[src/rtl/decoder5_32_q_pkg.sv]
// Shared register-clear constants and types.
// Common to the 32-to-5 clear encoder, this decoder and the register-status table.
package decoder5_32_q_pkg;

  localparam int REG_ADDR_W = 5;
  localparam int REG_NUM    = 32;

  // Encoder output when no clear line is active.
  localparam logic [REG_ADDR_W-1:0] IDLE_ADDR = 5'b11111;

  typedef logic [REG_ADDR_W-1:0] reg_addr_t;
  typedef logic [REG_NUM-1:0]    reg_vec_t;

  // One-hot expansion of a register index. Bit positions match the encoder.
  function automatic reg_vec_t addr_to_onehot(input reg_addr_t addr);
    reg_vec_t vec;
    vec       = '0;
    vec[addr] = 1'b1;
    return vec;
  endfunction

endpackage

[src/rtl/decoder5_32_q_if.sv]
// Request / clear-pulse bundle between the commit side and the clear decoder.
// The master side issues clear requests and applies Stall.
// The slave side is the decoder.
interface decoder5_32_q_if #(
  parameter int DEPTH = 4,
  parameter int PTR_W = $clog2(DEPTH)
);
  import decoder5_32_q_pkg::*;

  reg_addr_t        Addr;
  logic             Clear_en;
  logic             Ready;
  logic             Stall;
  reg_vec_t         wen1_rst;
  logic             Valid_out;
  logic [PTR_W:0]   Count;
  logic             Drop;

  modport master (
    output Addr, Clear_en, Stall,
    input  Ready, wen1_rst, Valid_out, Count, Drop
  );

  modport slave (
    input  Addr, Clear_en, Stall,
    output Ready, wen1_rst, Valid_out, Count, Drop
  );

endinterface

[src/rtl/decoder5_32_q_sync_fifo_ptr.sv]
// Small synchronous FIFO with an explicit occupancy counter.
// DEPTH must be a power of two (>= 2) so that the pointers wrap naturally.
// Full and empty come from the counter, so equal pointers are never ambiguous.
module sync_fifo_ptr #(
  parameter int DEPTH  = 4,
  parameter int DATA_W = 5,
  parameter int PTR_W  = $clog2(DEPTH)
) (
  input  logic              clk,
  input  logic              rst_n,
  input  logic              push,
  input  logic [DATA_W-1:0] din,
  input  logic              pop,
  output logic [DATA_W-1:0] dout,
  output logic [PTR_W:0]    count,
  output logic              full,
  output logic              empty
);

  localparam logic [PTR_W:0] FULL_CNT = (PTR_W+1)'(DEPTH);

  logic [DATA_W-1:0] mem [DEPTH];
  logic [PTR_W-1:0]  wptr;
  logic [PTR_W-1:0]  rptr;
  logic [PTR_W:0]    cnt;
  logic              push_ok;
  logic              pop_ok;

  assign full    = (cnt == FULL_CNT);
  assign empty   = (cnt == '0);
  assign push_ok = push & ~full;
  assign pop_ok  = pop & ~empty;
  assign dout    = mem[rptr];
  assign count   = cnt;

  // Storage write; contents need no reset because the counter gates every read.
  always_ff @(posedge clk) begin
    if (push_ok) begin
      mem[wptr] <= din;
    end
  end

  // Pointer and occupancy update; a simultaneous push and pop leaves cnt unchanged.
  always_ff @(posedge clk or negedge rst_n) begin
    if (!rst_n) begin
      wptr <= '0;
      rptr <= '0;
      cnt  <= '0;
    end else begin
      if (push_ok) begin
        wptr <= wptr + 1'b1;
      end
      if (pop_ok) begin
        rptr <= rptr + 1'b1;
      end
      case ({push_ok, pop_ok})
        2'b10:   cnt <= cnt + 1'b1;
        2'b01:   cnt <= cnt - 1'b1;
        default: cnt <= cnt;
      endcase
    end
  end

endmodule

[src/rtl/decoder5_32_q.sv]
// Buffered 5-to-32 register-clear decoder.
// Queues clear requests and drains one per cycle as a registered one-hot pulse.
// The output is always zero or one-hot, so the 32-to-5 encoder maps it back to
// the original index, or to IDLE_ADDR with Clear_en=0 when the output is idle.
module decoder5_32_q
  import decoder5_32_q_pkg::*;
#(
  parameter int DEPTH = 4
) (
  input  logic                  clk,
  input  logic                  rst_n,
  decoder5_32_q_if.slave        bus
);

  localparam int PTR_W = $clog2(DEPTH);

  reg_addr_t        fifo_dout;
  logic [PTR_W:0]   fifo_count;
  logic             fifo_full;
  logic             fifo_empty;
  logic             push;
  logic             pop;
  logic             ready;

  reg_vec_t         wen_q;
  logic             valid_q;
  logic             drop_q;

  // Ready depends only on registered occupancy. A full queue refuses a push
  // even on an edge where it also pops.
  assign ready = ~fifo_full;
  assign push  = bus.Clear_en & ready;
  assign pop   = ~fifo_empty & ~bus.Stall;

  sync_fifo_ptr #(
    .DEPTH  (DEPTH),
    .DATA_W (REG_ADDR_W),
    .PTR_W  (PTR_W)
  ) u_fifo (
    .clk   (clk),
    .rst_n (rst_n),
    .push  (push),
    .din   (bus.Addr),
    .pop   (pop),
    .dout  (fifo_dout),
    .count (fifo_count),
    .full  (fifo_full),
    .empty (fifo_empty)
  );

  // One-cycle clear pulse per popped entry; zero on every other cycle.
  always_ff @(posedge clk or negedge rst_n) begin
    if (!rst_n) begin
      wen_q   <= '0;
      valid_q <= 1'b0;
    end else if (pop) begin
      wen_q   <= addr_to_onehot(fifo_dout);
      valid_q <= 1'b1;
    end else begin
      wen_q   <= '0;
      valid_q <= 1'b0;
    end
  end

  // Sticky record of any refused request; only reset clears it.
  always_ff @(posedge clk or negedge rst_n) begin
    if (!rst_n) begin
      drop_q <= 1'b0;
    end else if (bus.Clear_en && !ready) begin
      drop_q <= 1'b1;
    end
  end

  assign bus.Ready     = ready;
  assign bus.wen1_rst  = wen_q;
  assign bus.Valid_out = valid_q;
  assign bus.Count     = fifo_count;
  assign bus.Drop      = drop_q;

endmodule

[src/flat_wrapper.sv]
// flat-port wrapper written by rule: the top's interface ports become plain ports
module decoder5_32_q_flat import decoder5_32_q_pkg::*;
#(
  parameter int DEPTH = 4
)
  (clk, rst_n, bus_Addr, bus_Clear_en, bus_Stall, bus_Ready, bus_wen1_rst, bus_Valid_out, bus_Count, bus_Drop);
  decoder5_32_q_if #(.DEPTH(DEPTH)) bus_i ();
  input  logic clk;
  input  logic rst_n;
  input wire logic [$bits(bus_i.Addr)-1:0] bus_Addr;
  input wire logic [$bits(bus_i.Clear_en)-1:0] bus_Clear_en;
  input wire logic [$bits(bus_i.Stall)-1:0] bus_Stall;
  output wire logic [$bits(bus_i.Ready)-1:0] bus_Ready;
  output wire logic [$bits(bus_i.wen1_rst)-1:0] bus_wen1_rst;
  output wire logic [$bits(bus_i.Valid_out)-1:0] bus_Valid_out;
  output wire logic [$bits(bus_i.Count)-1:0] bus_Count;
  output wire logic [$bits(bus_i.Drop)-1:0] bus_Drop;
  assign bus_i.Addr = bus_Addr;
  assign bus_i.Clear_en = bus_Clear_en;
  assign bus_i.Stall = bus_Stall;
  assign bus_Ready = bus_i.Ready;
  assign bus_wen1_rst = bus_i.wen1_rst;
  assign bus_Valid_out = bus_i.Valid_out;
  assign bus_Count = bus_i.Count;
  assign bus_Drop = bus_i.Drop;
  decoder5_32_q #(.DEPTH(DEPTH)) u_core (.clk(clk), .rst_n(rst_n), .bus(bus_i));
endmodule
[config.mk]
export PLATFORM = sky130hd
export DESIGN_NAME = decoder5_32_q_flat
export DESIGN_NICKNAME = d
export VERILOG_FILES = /design/src/rtl/decoder5_32_q_pkg.sv /design/src/rtl/decoder5_32_q_if.sv /design/src/rtl/decoder5_32_q_sync_fifo_ptr.sv /design/src/rtl/decoder5_32_q.sv /design/src/flat_wrapper.sv
export SDC_FILE = /design/constraint.sdc
export NUM_CORES = 1
export LEC_CHECK = 0
export BUFFER_PORTS_ARGS = -buffer_cell sky130_fd_sc_hd__buf_2
export CAP_MARGIN = 10
export CORE_MARGIN = 5
export CORE_UTILIZATION = 58
export DETAILED_ROUTE_END_ITERATION = 10
export PLACE_DENSITY_LB_ADDON = 0.15
export SLEW_MARGIN = 5
export SYNTH_ARGS = -nofsm -noshare
export SYNTH_HDL_FRONTEND = slang
export SYNTH_SLANG_ARGS = --single-unit
[constraint.sdc]
create_clock -name clk -period 3.4 [get_ports clk]
set_input_delay 0.68 -clock clk [delete_from_list [all_inputs] [get_ports clk]]
set_output_delay 0.68 -clock clk [all_outputs]
set_load 0.03 [all_outputs]
==> results of run 1 <==
==> power breakdown <==
part | total [W] | internal, W | switching (W)
clock | 0.000567 | 0.000319 | 0.000248
sequential | 0.000986 | 0.000899 | 0.0000875
combinational | 0.000819 | 0.000253 | 0.000566
==> cell usage after synthesis (3+ instances only) <==
cell	instances	share of area, %
inv_1	8	1.3
or3_1	3	0.79
edfxtp_1	20	25
dfrtp_1	41	43
nor3_2	10	4.2
nand3_1	3	0.63
nand2_1	3	0.47
mux4_1	3	3.3
ha_1	5	2.6
nor3_1	21	4.4
buf_6	3	1.4
xor2_1	3	1.1
nand2b_1	4	1.1
and2_1	4	1.1
clkbuf_1	6	0.95
xnor2_1	3	1.1
==> path summary, 6_finish.rpt <==
| check | from | endpoint | slack (ps) | cells past startpoint |
|---|---|---|---|---|
| worst min register to register | u_core.bus.Drop$_DFFE_PN0P_ | u_core.bus.Drop$_DFFE_PN0P_ | 470 | 1 |
| min in group clk | u_core.bus.Drop$_DFFE_PN0P_ | u_core.bus.Drop$_DFFE_PN0P_ | 470 | 1 |
| max in group asynchronous | rst_n | u_core.u_fifo.wptr[0]$_DFFE_PN0P_ | 2390 | 1 |
| worst max register to register | u_core.u_fifo.count[0]$_DFFE_PN0P_ | u_core.u_fifo.count[2]$_DFFE_PN0P_ | 1160 | 9 |
| worst min-delay path | rst_n | u_core.u_fifo.rptr[1]$_DFFE_PN0P_ | 460 | 1 |
| worst max-delay path | u_core.u_fifo.count[0]$_DFFE_PN0P_ | u_core.u_fifo.count[2]$_DFFE_PN0P_ | 1160 | 9 |
==> logic make-up (layout without fill, tap and decap cells) <==
group                      count (synthesis)  count (layout)
DFF                                       61              61
and+or+nand+nor                           56              56
buffers and inverters                     18              69
adders and majority gates                  6               6
xor gates and xnor gates                   6               6
muxes                                      6               6
AOI/OAI and AO/OA                          2               2
==> sequential cells by signal (all words and copies together), names as in the netlist <==
register,flops
u_core.bus.wen1_rst,32
u_core.u_fifo.mem,20
u_core.u_fifo.count,3
u_core.u_fifo.rptr,2
u_core.u_fifo.wptr,2
u_core.bus.Drop,1
u_core.bus.Valid_out,1
==> cells in the final DEF, fill, tap and decap left out <==
cell,count
buf_2,46
dfrtp_1,41
nor3_1,21
edfxtp_1,20
clkbuf_8,12
nor3_2,10
inv_1,8
ha_1,5
nand2b_1,4
and2_1,4
mux4_1,3
or3_1,3
nand3_1,3
nand2_1,3
xnor2_1,3
xor2_1,3
nor2_1,2
mux4_2,2
or2_1,2
clkbuf_1,2
nor4_1,1
nor3b_1,1
nor2b_1,1
nor4b_2,1
o21ai_0,1
mux2_2,1
a21o_1,1
fa_1,1
clkinv_2,1
==> area by class of cell <==
| cell class | count | area [um^2] | share of cell area, % |
|---|---|---|---|
| Multi-Input combinational cell | 76 | 638 | 23.1 |
| Timing Repair Buffer | 46 | 230 | 8.33 |
| Clock buffer | 14 | 173 | 6.24 |
| Sequential cell | 61 | 1630 | 58.8 |
| Tap cell | 50 | 62.6 | 2.26 |
| Inverter | 8 | 30.0 | 1.09 |
| Clock inverter | 1 | 5.00 | 0.181 |
==> metal layers <==
layer / up-vias / routed length (um) / global-route usage (%)
met5: - / 0 / 0
met4: 0 / 66 / 8.45
met3: 6 / 346 / 7.70
met2: 41 / 1890 / 24.8
met1: 612 / 1600 / 20.3
li1: 634 / - / -
==> per-stage QoR <==
step | area [um^2] | total power [W] | setup slack, ps | cells
3_5_place_dp | 2590 | 0.00183 | 1150 | 241
5_1_grt | 2770 | 0.00252 | 1030 | 256
3_3_place_gp | 2590 | 0.00179 | 1220 | 241
2_1_floorplan | 2370 | 0.00169 | 1260 | 155
4_1_cts | 2770 | 0.00240 | 1140 | 256
6_report | 2770 | 0.00237 | 1160 | 256
==> impl_metrics.csv, run 1 <==
group,metric,value,unit
run_status,status,"complete, no violations",
sta,rsz0062_at_grt,"false",
sta,finalSetupViolations,0,
cts,cts_tree,"yes",
power_and_ir_drop,power_density,858,mW/mm^2
worst_setup_path,path_class,"register to register",
global_route,grt_pass1_vias,1297,
drt,wl,3900,um
hold_path,hp-class,"input pin to async pin",
yosys,synth-adder-area-share,3.48,%
yosys,synth_compound_area_share,0.528,%
yosys,synth_xor_xnor_area_share,2.22,%
power_and_ir_drop,power.leakage,1.27,nW
yosys,avgSynthCellArea,15.3,um^2
drt,vias_per_cell,5.05,
sta,fin_skew,7.82,ps
sta,hold_ws,464,ps
yosys,synth_seq_cells,61,
cts,clk_root_buffer_cell,"clkbuf_8",
sta,fin_setup_tns,0,ps
layout,syn2layout_area_growth,16.6,%
cts,htree_num_levels,3,
sta,timing.final.crit_share,65.7,%
die,dieArea,0.00547,mm^2
worst_setup_path,max_stage_delay,440,ps
drt,wl_per_cell,15.2,um
drt,drc,0,
worst_setup_path,crit_family,"simple AND/OR/NAND/NOR gates",
layout,nets,217,
layout,finish.utilization,69.6,%
yosys,synthCells,155,
worst_setup_path,path_cells,"nor3b_1, nor2b_1, inv_1, ha_1, inv_1, fa_1, xor2_1, nor2_1, xor2_1",
sta,slew_violations,0,
worst_setup_path,cp.required,3660,ps
layout,fill_cells,297,
cts,clkLatencyLatePin,330,ps
global_route,grt_max_degree,42,
worst_setup_path,cp_num_buf_inv,2,
cts,post_cts_buffers,0,
cts,clock_sinks,61,
die,rows,23,
die,io_pins,47,
yosys,synthDistinctLibCells,28,
global_route,track_usage,16.6,%
worst_setup_path,slowest_stage,"dfrtp_1",
placement,routabilityCongestion,0.759,
cts,cts_buffers,9,
yosys,synth_flop_cell,"dfrtp_1",
die,die_h,73.9,um
cts,hold_buffers,0,
drt,ant_nets,0,
die,initial_utilization,59.7,%
global_route,grt-ovfl-total,0,
sta,period_needed,2240,ps
drt,via_count,1293,
sta,tightest_slew,867,ps
die,die_w,73.9,um
sta,hold_viol_final,0,
layout,layout-drive-gt1-share,35.4,%
yosys,seq_area_frac_synth,68.6,%
drt,drtPass1Iterations,4,
cts,clk_pin_slew,60,ps
run,maxCapViolCount,0,
yosys,yosys.area_share.simple,15.0,%
sta,fmax,0.447,GHz
yosys,muxShareOfSynthArea,5.70,%
yosys,synthesis.nets,170,
sta,relSlewSlack,42.2,%
yosys,synth_enable_flop_cells,20,
layout,antenna_cells,0,
global_route,grt_pass1_wl,6380,um
worst_setup_path,critPathLaunchType,"register",
worst_setup_path,crit_arrival,2490,ps
cts,clk_path_buf_depth,2,
cts,cts-resized-gates,0,
placement,dp_hpwl,2770,um
yosys,synth_top_family_by_area,"simple AND/OR/NAND/NOR gates",
worst_setup_path,worstSetupEndpointType,"register",
global_route,antenna_found_initial,0,
placement,portBuffers,46,
power_and_ir_drop,ir_drop,529,uV
yosys,syn-cell-area,0.00237,mm^2
die,coreArea,0.00397,mm^2
yosys,ys_warn_count,0,
yosys,synthArstFlopShare,67.2,%
worst_setup_path,path_max_fanout,7,
drt,drtIter0Drc,142,
Power figures use the tool's default switching activity.
==> run 2: changes to the inputs <==
- CORE_UTILIZATION: 58 -> 54
- clock period: 3.4 -> 2.2 ns (I/O delays scaled with it)
==> impl_metrics.csv, run 2 (same netlist as run 1, synthesis figures left out) <==
group,metric,value,unit
drt,drtIter0Drc,71,
drt,wl,4110,um
cts,clk_pin_slew,70,ps
drt,ant_nets,0,
layout,antenna_cells,0,
die,io_pins,47,
sta,relSlewSlack,62.8,%
die,die_h,76.3,um
layout,fill_cells,316,
power_and_ir_drop,power_density,1370,mW/mm^2
drt,via_count,1355,
sta,setup_ws,157,ps
layout,largest_reg_flops,32,
worst_setup_path,worstSetupEndpointType,"register",
sta,tightest_slew,557,ps
sta,hold_viol_final,0,
layout,multi_input_area,643,um^2
worst_setup_path,r2r_slack,160,ps
die,dieArea,0.00582,mm^2
sta,period_needed,2040,ps
sta,slew_violations,0,
global_route,grt_pass1_vias,1415,
placement,routabilityCongestion,0.701,
cts,cts_tree,"yes",
global_route,antenna_found_initial,0,
sta,fin_setup_tns,0,ps
cts,clkLatencyLatePin,320,ps
worst_setup_path,crit_arrival,2290,ps
sta,rsz0062_at_grt,"false",
cts,clock_sinks,61,
sta,hold_ws,164,ps
layout,register_area,0.00163,mm^2
layout,layout_commonest_cell,"buf_2",
power_and_ir_drop,ir_drop,713,uV
cts,htree_num_levels,3,
sta,finalSetupViolations,0,
placement,place_worst_setup_slack,89.6,ps
placement,dp_hpwl,3030,um
global_route,grt-ovfl-total,0,
layout,layout-drive-gt1-share,37.9,%
die,coreArea,0.00429,mm^2
worst_setup_path,critPathLaunchType,"register",
drt,drtPass1Iterations,4,
global_route,grt_pass1_wl,7270,um
layout,syn2layout_area_growth,20.0,%
die,initial_utilization,55.2,%
worst_setup_path,reg2reg_to,"u_core.u_fifo.count[2]$_DFFE_PN0P_",
cts,cts_buffers,9,
worst_setup_path,reg2reg_depth,9,
worst_setup_path,crit_start,"u_core.u_fifo.count[0]$_DFFE_PN0P_",
layout,nets,221,
hold_path,hp-class,"input pin to async pin",
sta,fmax,0.489,GHz
drt,vias_per_cell,5.15,
placement,portBuffers,46,
worst_setup_path,path_class,"register to register",
global_route,grt_max_degree,42,
drt,drc,0,
worst_setup_path,path_max_fanout,5,
layout,finish.utilization,66.3,%
sta,timing.final.crit_share,92.9,%
run_status,status,"complete, no violations",
worst_setup_path,cp.required,2450,ps
sta,fin_skew,7.06,ps
layout,final_cell_mix,"buf_2, dfrtp_1, nor3_1, edfxtp_1, clkbuf_8",
die,die_w,76.3,um
drt,wl_per_cell,15.6,um
cts,clk_root_buffer_cell,"clkbuf_8",
cts,clk_path_buf_depth,2,
global_route,track_usage,16.2,%
die,rows,24,
worst_setup_path,critPathCapture,"u_core.u_fifo.count[2]$_DFFE_PN0P_",
worst_setup_path,reg2reg_from,"u_core.u_fifo.count[0]$_DFFE_PN0P_",
power_and_ir_drop,power.leakage,1.32,nW
run,maxCapViolCount,0,
==> run 2: changes by cell type in the layout (fill, tap and decap cells not counted), sizes merged <==
cell and change:
buf +4, bufinv +1, clkbuf -1, clkinv +1
==> run 2: worst max-delay path, cell delays in order, from the launching register on <==
cell	delay [ps]
dfrtp_1	370
buf_4	140
nor3_1	70
nor2_1	250
ha_1	250
inv_1	70
fa_1	370
xor2_1	150
nor2_1	120
xor2_1	160
==> run 2: how the worst min path moves through the flow <==
stage	end	slack (ps)	cells after the start
finish	u_core.bus.wen1_rst[13]$_DFF_PN0_	160	2
detailed placement	u_core.bus.Drop$_DFFE_PN0P_	440	1
floorplan	u_core.bus.Drop$_DFFE_PN0P_	140	0
CTS	u_core.bus.wen1_rst[13]$_DFF_PN0_	180	2
global placement	u_core.bus.Drop$_DFFE_PN0P_	440	1
global route	u_core.bus.wen1_rst[15]$_DFF_PN0_	200	2
==> run 2: area by class of cell <==
| cell class | count | area share (%) |
|---|---|---|
| Sequential cell | 61 | 57.2 |
| Multi-Input combinational cell | 76 | 22.6 |
| Clock buffer | 13 | 6.33 |
| Tap cell | 52 | 2.29 |
| Timing Repair Buffer | 50 | 9.15 |
| Clock inverter | 3 | 1.41 |
| Inverter | 8 | 1.06 |
==> run 2: power breakdown <==
part	leakage [nW]	total [W]	switching, W	internal, W
Clock	0.115	0.00105	0.000399	0.000650
Sequential	0.732	0.00152	0.000134	0.00139
Combinational	0.471	0.00131	0.000889	0.000425
==> run 2: what timing repair did <==
| item | CTS | global route |
|---|---|---|
| endpoints found under the setup margin | 0 | 1 |
| setup buffers | 0 | 0 |
| endpoints found under the hold margin | 0 | 0 |
| hold buffers | 0 | 0 |
| resized for setup | 0 | 1 |
==> run 2: through the flow <==
step | total power (W) | instances | instance area (um^2)
2_1_floorplan | 0.00261 | 155 | 2370
3_3_place_gp | 0.00280 | 247 | 2620
3_5_place_dp | 0.00287 | 247 | 2620
4_1_cts | 0.00393 | 263 | 2840
5_1_grt | 0.00416 | 263 | 2850
6_report | 0.00389 | 263 | 2850
==> run 2: layer usage <==
layer / routed length [um] / track usage [%] / vias to the layer above / share of wire [%]
met5: 0 / 0 / - / 0
met4: 68 / 6.29 / 0 / 1.7
met3: 310 / 7.80 / 7 / 7.5
met2: 2050 / 25.4 / 43 / 50
met1: 1680 / 19.2 / 661 / 41
li1: - / - / 644 / -
